## config.mk

```make
export PLATFORM = sky130hd
export DESIGN_NAME = free_list_mw_flat
export DESIGN_NICKNAME = d
export VERILOG_FILES = /design/src/rtl/free_list_mw_if.sv /design/src/rtl/free_list_mw.sv /design/src/flat_wrapper.sv
export SDC_FILE = /design/constraint.sdc
export NUM_CORES = 1
export LEC_CHECK = 0
export CAP_MARGIN = 20
export CORE_MARGIN = 10
export CORE_UTILIZATION = 55
export DETAILED_ROUTE_END_ITERATION = 8
export HOLD_SLACK_MARGIN = 0.1
export PLACE_DENSITY = 0.73
export SLEW_MARGIN = 0
export SYNTH_ARGS = -nofsm -noshare
export SYNTH_HDL_FRONTEND = slang
export SYNTH_SLANG_ARGS = --single-unit
```

## constraint.sdc

```tcl
create_clock -name clk -period 7.55 [get_ports clk]
set_input_delay 1.1325 -clock clk [delete_from_list [all_inputs] [get_ports clk]]
set_output_delay 1.1325 -clock clk [all_outputs]
set_load 0.02 [all_outputs]
```

## src/rtl/free_list_mw_if.sv

```systemverilog
// Dispatch/retire/recovery bundle for the multi-way free list.
// The master side drives requests and returned tags; the slave side is the free list.
interface free_list_mw_if #(
  parameter int PREG_NUM = 64,
  parameter int ARCH_NUM = 32,
  parameter int WAYS     = 2
);
  localparam int DEPTH  = PREG_NUM - ARCH_NUM;
  localparam int PREG_W = $clog2(PREG_NUM);
  localparam int PTR_W  = $clog2(DEPTH);

  logic [WAYS-1:0]        dispatch_req_i;
  logic [WAYS-1:0]        retire_en_i;
  logic [WAYS*PREG_W-1:0] retire_preg_i;
  logic                   recover_en_i;
  logic [PTR_W-1:0]       rc_head_i;
  logic [WAYS*PREG_W-1:0] free_preg_o;
  logic [WAYS-1:0]        free_preg_vld_o;
  logic [PTR_W-1:0]       head_o;
  logic [PTR_W:0]         count_o;
  logic                   stall_o;

  modport master (
    output dispatch_req_i, retire_en_i, retire_preg_i, recover_en_i, rc_head_i,
    input  free_preg_o, free_preg_vld_o, head_o, count_o, stall_o
  );

  modport slave (
    input  dispatch_req_i, retire_en_i, retire_preg_i, recover_en_i, rc_head_i,
    output free_preg_o, free_preg_vld_o, head_o, count_o, stall_o
  );
endinterface

```

## src/rtl/free_list_mw.sv

```systemverilog
// Multi-way circular free list of physical register tags with branch recovery.
// Define FL_BYPASS_EN to forward same-cycle retired tags to lanes the list cannot serve.
module free_list_mw #(
  parameter int PREG_NUM = 64,
  parameter int ARCH_NUM = 32,
  parameter int WAYS     = 2
) (
  input  logic          clk,
  input  logic          rst,
  free_list_mw_if.slave fl_if
);
  localparam int DEPTH  = PREG_NUM - ARCH_NUM;
  localparam int PREG_W = $clog2(PREG_NUM);
  localparam int PTR_W  = $clog2(DEPTH);
  localparam int CNT_W  = PTR_W + 1;

  logic [PREG_W-1:0] r_fl [DEPTH];
  logic [PTR_W-1:0]  r_head;
  logic [PTR_W-1:0]  r_tail;
  logic [CNT_W-1:0]  r_count;

  logic [PREG_W-1:0] w_ret_tag [WAYS];
  logic [PREG_W-1:0] w_out_tag [WAYS];
  logic [WAYS-1:0]   w_grant_fl;
  logic [WAYS-1:0]   w_grant_byp;
  logic [WAYS-1:0]   w_vld;
  logic [PTR_W-1:0]  w_rc_ret;
  int                w_nret;
  int                w_ngrant;
  int                w_nbyp;
  int                w_cnt;

  // Active retire lanes packed in lane order: k-th active lane lands in slot k.
  always_comb begin
    w_nret = 0;
    for (int k = 0; k < WAYS; k++) w_ret_tag[k] = '0;
    for (int i = 0; i < WAYS; i++) begin
      if (fl_if.retire_en_i[i]) begin
        for (int k = 0; k < WAYS; k++) begin
          if (k == w_nret) w_ret_tag[k] = fl_if.retire_preg_i[i*PREG_W +: PREG_W];
        end
        w_nret = w_nret + 1;
      end
    end
  end

  always_comb begin
    w_cnt       = int'(r_count);
    w_ngrant    = 0;
    w_nbyp      = 0;
    w_grant_fl  = '0;
    w_grant_byp = '0;
    for (int i = 0; i < WAYS; i++) w_out_tag[i] = '0;
    for (int i = 0; i < WAYS; i++) begin
      if (fl_if.dispatch_req_i[i] && !fl_if.recover_en_i) begin
        if (i < w_cnt) begin
          w_grant_fl[i] = 1'b1;
          w_out_tag[i]  = r_fl[r_head + PTR_W'(i)];
          w_ngrant      = w_ngrant + 1;
        end
`ifdef FL_BYPASS_EN
        else if ((i - w_cnt) < w_nret) begin
          w_grant_byp[i] = 1'b1;
          for (int k = 0; k < WAYS; k++) begin
            if (k == (i - w_cnt)) w_out_tag[i] = w_ret_tag[k];
          end
          w_nbyp = w_nbyp + 1;
        end
`endif
      end
    end
  end

  assign w_vld    = w_grant_fl | w_grant_byp;
  assign w_rc_ret = r_head - fl_if.rc_head_i;

  generate
    for (genvar gi = 0; gi < WAYS; gi++) begin : g_lane
      assign fl_if.free_preg_o[gi*PREG_W +: PREG_W] = w_out_tag[gi];
    end
  endgenerate

  assign fl_if.free_preg_vld_o = w_vld;
  assign fl_if.stall_o         = |(fl_if.dispatch_req_i & ~w_vld);
  assign fl_if.head_o          = r_head;
  assign fl_if.count_o         = r_count;

  always_ff @(posedge clk) begin
    if (rst) begin
      r_head  <= '0;
      r_tail  <= '0;
      r_count <= CNT_W'(DEPTH);
      for (int i = 0; i < DEPTH; i++) r_fl[i] <= PREG_W'(ARCH_NUM + i);
    end else begin
      // Bypassed tags occupy the first compacted slots and never enter the list.
      for (int k = 0; k < WAYS; k++) begin
        if (k >= w_nbyp && k < w_nret) r_fl[r_tail + PTR_W'(k - w_nbyp)] <= w_ret_tag[k];
      end
      r_tail <= r_tail + PTR_W'(w_nret - w_nbyp);
      if (fl_if.recover_en_i) begin
        r_head  <= fl_if.rc_head_i;
        r_count <= r_count + {1'b0, w_rc_ret} + CNT_W'(w_nret);
      end else begin
        r_head  <= r_head + PTR_W'(w_ngrant);
        r_count <= r_count + CNT_W'(w_nret) - CNT_W'(w_ngrant + w_nbyp);
      end
    end
  end

`ifdef DEBUG
  always_ff @(posedge clk) begin
    if (!rst) assert (int'(r_count) + w_nret <= DEPTH);
  end
`endif
endmodule

```

## src/flat_wrapper.sv

```systemverilog
// flat-port wrapper written by rule: the top's interface ports become plain ports
module free_list_mw_flat 
#(
  parameter int PREG_NUM = 64,
  parameter int ARCH_NUM = 32,
  parameter int WAYS     = 2
)
  (clk, rst, fl_if_dispatch_req_i, fl_if_retire_en_i, fl_if_retire_preg_i, fl_if_recover_en_i, fl_if_rc_head_i, fl_if_free_preg_o, fl_if_free_preg_vld_o, fl_if_head_o, fl_if_count_o, fl_if_stall_o);
  free_list_mw_if #(.PREG_NUM(PREG_NUM), .ARCH_NUM(ARCH_NUM), .WAYS(WAYS)) fl_if_i ();
  input  logic clk;
  input  logic rst;
  input wire logic [$bits(fl_if_i.dispatch_req_i)-1:0] fl_if_dispatch_req_i;
  input wire logic [$bits(fl_if_i.retire_en_i)-1:0] fl_if_retire_en_i;
  input wire logic [$bits(fl_if_i.retire_preg_i)-1:0] fl_if_retire_preg_i;
  input wire logic [$bits(fl_if_i.recover_en_i)-1:0] fl_if_recover_en_i;
  input wire logic [$bits(fl_if_i.rc_head_i)-1:0] fl_if_rc_head_i;
  output wire logic [$bits(fl_if_i.free_preg_o)-1:0] fl_if_free_preg_o;
  output wire logic [$bits(fl_if_i.free_preg_vld_o)-1:0] fl_if_free_preg_vld_o;
  output wire logic [$bits(fl_if_i.head_o)-1:0] fl_if_head_o;
  output wire logic [$bits(fl_if_i.count_o)-1:0] fl_if_count_o;
  output wire logic [$bits(fl_if_i.stall_o)-1:0] fl_if_stall_o;
  assign fl_if_i.dispatch_req_i = fl_if_dispatch_req_i;
  assign fl_if_i.retire_en_i = fl_if_retire_en_i;
  assign fl_if_i.retire_preg_i = fl_if_retire_preg_i;
  assign fl_if_i.recover_en_i = fl_if_recover_en_i;
  assign fl_if_i.rc_head_i = fl_if_rc_head_i;
  assign fl_if_free_preg_o = fl_if_i.free_preg_o;
  assign fl_if_free_preg_vld_o = fl_if_i.free_preg_vld_o;
  assign fl_if_head_o = fl_if_i.head_o;
  assign fl_if_count_o = fl_if_i.count_o;
  assign fl_if_stall_o = fl_if_i.stall_o;
  free_list_mw #(.PREG_NUM(PREG_NUM), .ARCH_NUM(ARCH_NUM), .WAYS(WAYS)) u_core (.clk(clk), .rst(rst), .fl_if(fl_if_i));
endmodule
```

==> results of run 1 <==
-- flip-flops by register name (all words and copies together) (netlist names) --
name / flops
u_core.r_tail: 5
u_core.fl_if.head_o: 5
u_core.r_fl: 192
u_core.fl_if.count_o: 6
-- placed cells by master, fill, tap and decap left out, types with 6 or more instances in the layout --
cell / instances
o22ai_1: 87
buf_4: 22
nand2b_1: 9
or3_1: 33
o21ai_0: 9
fa_1: 8
a21oi_1: 22
dfxtp_1: 14
nand2_1: 82
clkinv_1: 6
xor2_1: 10
clkbuf_16: 25
nor2b_1: 7
clkdlybuf4s50_1: 48
o2111a_1: 6
o22a_1: 6
edfxtp_1: 192
inv_1: 35
ha_1: 26
nor2_1: 108
mux4_2: 72
mux2i_1: 84
mux2_2: 6
a22oi_1: 111
nand3_1: 23
nor3_1: 10
nand3b_1: 6
xnor2_1: 11
o221ai_1: 6
-- routing by layer --
metal	vias to the layer above	global-route usage, %
li1	4464	-
met1	5212	36.91
met2	969	40.63
met3	129	7.049
met4	0	10.53
met5	-	0
-- stage by stage --
stage	worst slack [ps]	instance area, um2	power (uW)
after CTS	2131	14730	3427
final	2086	14730	3440
after detailed placement	2517	13900	2217
after global routing	1922	14730	3558
after global placement	2577	13900	2197
after floorplan	3660	13230	1963
-- logic make-up after synthesis --
kind of cell,share of synthesized area (%)
xor gates and xnor gates,1.844
buffers and inverters,4.275
muxes,19.12
and+or+nand+nor,10.49
DFF,46.00
AOI/OAI and AO/OA,14.51
adders and majority gates,3.764
-- worst paths after layout --
check | start | end | slack (ps)
max reg2reg | u_core.fl_if.head_o[0]$_SDFF_PP0_ | u_core.fl_if.count_o[5]$_SDFF_PP1_ | 3750
max | u_core.fl_if.head_o[0]$_SDFF_PP0_ | fl_if_free_preg_o[6] | 2090
min reg2reg | u_core.fl_if.count_o[5]$_SDFF_PP1_ | u_core.fl_if.count_o[5]$_SDFF_PP1_ | 740
min | u_core.fl_if.count_o[5]$_SDFF_PP1_ | u_core.fl_if.count_o[5]$_SDFF_PP1_ | 740
-- worst max-delay path, stage by stage, from the launching register on --
cell,delay (ps)
dfxtp_4,960
ha_2,790
buf_4,480
mux4_2,380
mux2i_1,230
o22a_1,190
o221ai_1,180
clkdlybuf4s50_1,600
-- synthesized netlist by cell type, types with 7 or more instances --
library cell,n
nor3_1,10
ha_1,27
nor2_1,108
xor2_1,10
a21oi_1,23
nand2b_1,9
nand2_1,84
o21ai_0,9
fa_1,8
dfxtp_1,16
buf_2,20
clkbuf_1,45
xnor2_1,11
nor2b_1,7
buf_4,14
nand3_1,23
mux4_2,72
inv_1,35
mux2i_1,84
o22ai_1,87
edfxtp_1,192
a22oi_1,116
or3_1,33
-- report_power, final --
group	switching [uW]	internal, uW	leakage [uW]
Combinational	493	354	0.00220
Sequential	58.2	1300	0.00173
Clock	474	757	0.000401
-- cell type report --
class	instances	area share [%]
flip-flops and latches	208	41.37
clock inverters	13	1.087
inverters	35	0.8919
clock buffers	31	4.536
repair buffers	71	4.417
multi-input cells	794	44.99
well taps	319	2.710
==> out/metrics.cfg, run 1 <==
[status]
status = complete, no violations

[floorplanning]
initial_utilization_pct = 56.20
num_rows = 56
die-height_um = 175.1
boundaryPins = 50
core_mm2 = 0.02354
die_area_mm2 = 0.03066
fp.dieW_um = 175.1

[clock_tree]
clk_pin_slew_ps = 60
cts.sinks = 208
clockBufferDepth = 3
cts_inserted_buffers = 24
clock-root-buffer = clkbuf_16
cts_tree = yes
post_cts_resized = 0
cts_htree_levels = 1
holdBufCountCts = 0
clk_latency_ps = 530
cts_setup_buffers = 0

[timing]
whs_ps = 736.6
fmax_ghz = 0.1830
slew_viol_final = 0
final-setup-viol-count = 0
worst_pin_slew_ps = 1076
finalSetupTns_ps = 0
min_period_over_period_pct = 72.38
hold_viol_final = 0
rsz0062_at_grt = false
relSlewSlack_pct = 27.71
period_needed_ps = 5464
clock_skew_ps = 21.18

[cells_and_area]
fillers = 1866
multi_input_area_mm2 = 0.006626
area_growth_pct = 11.33
regArea_mm2 = 0.006093
diodes = 0
drive_gt1_share_pct = 13.89
fin_cells = 1471
utilization_pct = 62.56
nets = 1193

[synth]
synth_area_mm2 = 0.01323
synth_edf_count = 192
synthDistinctLibCells = 53
synth_flop_cell = edfxtp_1
syn_inst = 1122
async_flop_share_pct = 0
synth_area_leader_cell = edfxtp_1
synth_fp_nets = 1181
avgSynthCellArea_um2 = 11.79
synth_area_leaders = edfxtp_1 44%, mux4_2 12%, a22oi_1 6.6%
yosysSeqAreaShare_pct = 46.00
netlist.area_leader.share_pct = 43.58
yosysWarnings = 0
synth-seq-cells = 208

[drt]
drt-initial-drc-count = 2057
avgRoutedWirePerCell_um = 28.99
via_count = 10770
highest_layer = met4
drc = 0
met1_length_um = 15500
vias_per_cell = 7.324
routed-wl-met3_um = 6370
firstDrtPassIters = 6
routed-wl-met2_um = 19000
wirelength_um = 42640
ant_nets = 0

[power]
powerDensity_mw_per_mm2 = 233.6
irDropWorstVdd_mv = 0.1827
p_leak_uw = 0.004336

[place]
port_buffers = 49
gp_congestion = 0.9464
place_inst = 1427
dpl.hpwl_um = 28500

[setup_path]
reg2regPathDepth = 15
arrival_ps = 4330
cp.required_ps = 6420
end_kind = primary output
crit_fanout = 56
start_kind = flop
path_class = flop to primary output

[grt]
grt_max_degree = 57
overflow = 0
grt_pass1_wl_um = 64050
antenna_found_initial = 0
grt_use_total_pct = 27.08
grt_pass1_vias = 10260

[run]
cap_violations = 0

[worst_hold_path]
hold_path_depth = 3
min_path_type = flop to flop

(Power assumes the default switching activity.)
==> run 2, diff against run 1 <==
- PLACE_DENSITY: 0.73 -> 0.76
- clock period: 7.55 -> 4.55 ns (I/O delays scaled with it)
==> out/metrics.cfg, run 2 (synthesis gave the netlist of run 1 again) <==
[status]
status = complete, no violations

[power]
p_leak_uw = 0.004358
irDropWorstVdd_mv = 0.2963
powerDensity_mw_per_mm2 = 368.8

[grt]
grt_use_total_pct = 27.11
overflow = 0
antenna_found_initial = 0
grt_pass1_vias = 10440
grt_pass1_wl_um = 64560
grt_max_degree = 103

[setup_path]
path_class = flop to primary output
start_kind = flop
crit_fanout = 33
cp.required_ps = 3870
critPathMaxStageDelay_ps = 980
path_cells = ha_2, buf_4, mux4_2, mux2i_1, o22a_1, o221ai_1, clkdlybuf4s50_1
arrival_ps = 3740
slowest_stage = ha_2
end_kind = primary output

[timing]
clock_skew_ps = 4.950
relSlewSlack_pct = 37.15
slew_viol_final = 0
worst_pin_slew_ps = 942.7
fin_ws_ps = 129.0
finalSetupTns_ps = 0
hold_viol_final = 0
final-setup-viol-count = 0
rsz0062_at_grt = false
fmax_ghz = 0.2262
period_needed_ps = 4421
min_period_over_period_pct = 97.17

[place]
port_buffers = 49
placed_cell_area_mm2 = 0.01406
gp_congestion = 0.9635
dpl.hpwl_um = 29540
place_inst = 1447
post-place-ws_ps = 756.8

[cells_and_area]
nets = 1212
utilization_pct = 62.59
area_growth_pct = 11.38
largest_reg_flops = 192
final_common_cell = edfxtp_1
fin_area_mm2 = 0.01474
drive_gt1_share_pct = 14.91
regArea_mm2 = 0.006093
top_register = u_core.r_fl
multi_input_area_mm2 = 0.006621
fillers = 1859
diodes = 0
fin_cells = 1486
final_cell_mix = 192 x edfxtp_1, 111 x a22oi_1, 108 x nor2_1

[drt]
ant_nets = 0
drt-initial-drc-count = 2020
via_count = 10940
avgRoutedWirePerCell_um = 28.91
vias_per_cell = 7.361
firstDrtPassIters = 6
wirelength_um = 42960
drc = 0

[floorplanning]
core_mm2 = 0.02354
boundaryPins = 50
fp.dieW_um = 175.1
die-height_um = 175.1
initial_utilization_pct = 56.20
num_rows = 56
die_area_mm2 = 0.03066

[run]
cap_violations = 0

[clock_tree]
clockBufferDepth = 3
post_cts_resized = 0
cts_htree_levels = 1
clk_latency_ps = 510
cts_inserted_buffers = 23
holdBufCountCts = 0
cts_setup_buffers = 0
cts_tree = yes
clock-root-buffer = clkbuf_16
clk_pin_slew_ps = 60
cts.sinks = 208

[worst_hold_path]
min_path_type = input port to flop

==> run 2: critical path, delay by kind of cell, from the launching register on <==
| family | cells | cell delay (ps) |
|---|---|---|
| flops | 1 | 420 |
| fa+ha+maj | 1 | 980 |
| compound gates | 2 | 320 |
| mux | 2 | 480 |
| buf+inv | 2 | 1010 |
==> run 2: path summary, 6_finish.rpt <==
path	startpoint	end	slack, ps	cells after the start
max	u_core.fl_if.head_o[1]$_SDFF_PP0_	fl_if_free_preg_o[6]	130	7
min	rst	u_core.r_tail[2]$_SDFF_PP0_	650	2
max reg2reg	u_core.fl_if.head_o[0]$_SDFF_PP0_	u_core.fl_if.count_o[5]$_SDFF_PP1_	900	16
min reg2reg	u_core.fl_if.count_o[5]$_SDFF_PP1_	u_core.fl_if.count_o[5]$_SDFF_PP1_	750	3
==> run 2: metrics by stage <==
step                      total power [uW]  hold slack [ps]
after floorplan                       3257            560.5
after CTS                             5396            641.0
after detailed placement              3695            720.4
after global routing                  5619            660.9
after global placement                3665            715.7
final                                 5434            651.6
==> run 2: power breakdown <==
part           total (uW)  internal [uW]  leakage [uW]  switching [uW]
Clock                1750            978      0.000322             769
Combinational        1450            598       0.00230             848
Sequential           2240           2160       0.00173            77.6
Total                5430           3740       0.00436            1690
==> run 2: layout make-up <==
| class | instances | share of cell area, % |
|---|---|---|
| inverters | 35 | 0.8916 |
| well taps | 319 | 2.709 |
| repair buffers | 91 | 5.519 |
| flip-flops and latches | 208 | 41.35 |
| clock inverters | 12 | 0.5859 |
| multi-input cells | 794 | 44.93 |
| clock buffers | 27 | 4.008 |
==> run 2: routing by layer <==
metal / vias up / track usage [%] / share of wire, %
met4: 0 / 8.901 / 4.1
met1: 5278 / 36.02 / 35
met2: 1017 / 41.45 / 45
met3: 141 / 8.472 / 16
met5: - / 0 / 0
li1: 4503 / - / -
==> run 3, diff against run 2 <==
--- a/config.mk
+++ b/config.mk
@@ -7,3 +7,2 @@
 export LEC_CHECK = 0
-export CAP_MARGIN = 20
 export CORE_MARGIN = 10
@@ -13,2 +12,3 @@
 export PLACE_DENSITY = 0.76
+export SETUP_SLACK_MARGIN = 0.02
 export SLEW_MARGIN = 0
--- a/constraint.sdc
+++ b/constraint.sdc
@@ -3,2 +3,2 @@
 set_output_delay 0.6825 -clock clk [all_outputs]
-set_load 0.02 [all_outputs]
+set_load 0.05 [all_outputs]
==> out/metrics.cfg, run 3 (synthesis gave the netlist of run 1 again) <==
[cells_and_area]
top_register = u_core.r_fl
area_growth_pct = 11.80
nets = 1208
diodes = 0
drive_gt1_share_pct = 15.71
fin_area_mm2 = 0.01479
final_cell_mix = 192 x edfxtp_1, 111 x a22oi_1, 108 x nor2_1
largest_reg_flops = 192
final_common_cell = edfxtp_1

[timing]
min_period_over_period_pct = 89.54
finalSetupTns_ps = 0
fin_ws_ps = 475.9
clock_skew_ps = 8.768
hold_viol_final = 0
rsz0062_at_grt = false
period_needed_ps = 4074
worst_pin_slew_ps = 1029
whs_ps = 537.8
slew_viol_final = 0
final-setup-viol-count = 0
relSlewSlack_pct = 31.14
fmax_ghz = 0.2455

[power]
p_leak_uw = 0.004398
irDropWorstVdd_mv = 0.3067
powerDensity_mw_per_mm2 = 379.4

[setup_path]
path_cells = buf_4, mux2i_1, o22ai_1, nor3_1, a21oi_1, o2111a_1, clkdlybuf4s50_1
critPathMaxStageDelay_ps = 710
startpoint = u_core.fl_if.head_o[1]$_SDFF_PP0_
r2r-start = u_core.fl_if.count_o[2]$_SDFF_PP0_
slowest_stage = clkdlybuf4s50_1
path_class = flop to primary output
arrival_ps = 3390
cp.required_ps = 3870
end_kind = primary output
start_kind = flop
crit_fanout = 20

[clock_tree]
cts_htree_levels = 1
clk_latency_ps = 510
cts_setup_buffers = 0
clockBufferDepth = 3
cts.sinks = 208
cts_inserted_buffers = 23
cts_tree = yes
post_cts_resized = 0
clock-root-buffer = clkbuf_16
holdBufCountCts = 0
clk_pin_slew_ps = 60

[place]
dpl.hpwl_um = 28850
port_buffers = 49
placed_cell_area_mm2 = 0.01406
gp_congestion = 0.9082
post-place-ws_ps = 793.9

[grt]
grt_max_degree = 50
grt_pass1_wl_um = 62980
antenna_found_initial = 0
grt_use_total_pct = 26.47
overflow = 0
grt_pass1_vias = 10350

[floorplanning]
die-height_um = 175.1
boundaryPins = 50
die_area_mm2 = 0.03066
fp.dieW_um = 175.1
core_mm2 = 0.02354
initial_utilization_pct = 56.20
num_rows = 56

[worst_hold_path]
hp-start = rst
min_path_type = input port to flop

[run]
cap_violations = 0

[drt]
firstDrtPassIters = 7
via_count = 10850
drc = 0
drt-initial-drc-count = 2324
ant_nets = 0
wirelength_um = 41900
vias_per_cell = 7.312
avgRoutedWirePerCell_um = 28.23

[status]
status = complete, no violations

run 3: critical path: cells and delay by family, from the launching register on:
kind | cells | cell delay, ps
compound gates | 3 | 480
flops | 1 | 500
mux | 1 | 340
buf+inv | 2 | 1080
simple gates | 1 | 460
run 3: per-stage QoR:
| stage | util, % | power [uW] | cells |
|---|---|---|---|
| global placement | 59.73 | 3758 | 1443 |
| floorplan | - | 3352 | 1122 |
| global route | 62.83 | 5798 | 1484 |
| finish | 62.83 | 5612 | 1484 |
| detailed placement | 59.73 | 3792 | 1443 |
| CTS | 62.83 | 5582 | 1484 |
run 3: final cells by class:
class	count	area (um2)
timing repair buffer	87	805.8
inverter	35	131.4
fill	1826	8751
clock buffer	29	638.1
tap	319	399.1
sequential	208	6093
clock inverter	12	92.59
multi-input combinational	794	6631
run 3: where the power goes:
part | internal, uW | switching (uW) | total [uW]
combinational | 600 | 936 | 1540
clock | 1050 | 780 | 1830
sequential | 2160 | 86.0 | 2250
total | 3810 | 1800 | 5610
run 3: per-layer routing:
layer,part of all wire [%],vias to the layer above,track usage (%)
li1,-,4499,-
met2,45,973,41.32
met4,4.5,0,10.49
met3,15,151,6.984
met1,35,5228,34.59
met5,0,-,0
run 3: worst paths after layout:
path                            slack (ps)                            endpoint  cells after the start
worst max-delay path                   480                fl_if_free_preg_o[5]                      7
worst min-delay path                   540         u_core.r_tail[0]$_SDFF_PP0_                      2
worst max register to register        1170  u_core.fl_if.count_o[5]$_SDFF_PP1_                     17
worst min register to register         770  u_core.fl_if.count_o[5]$_SDFF_PP1_                      3
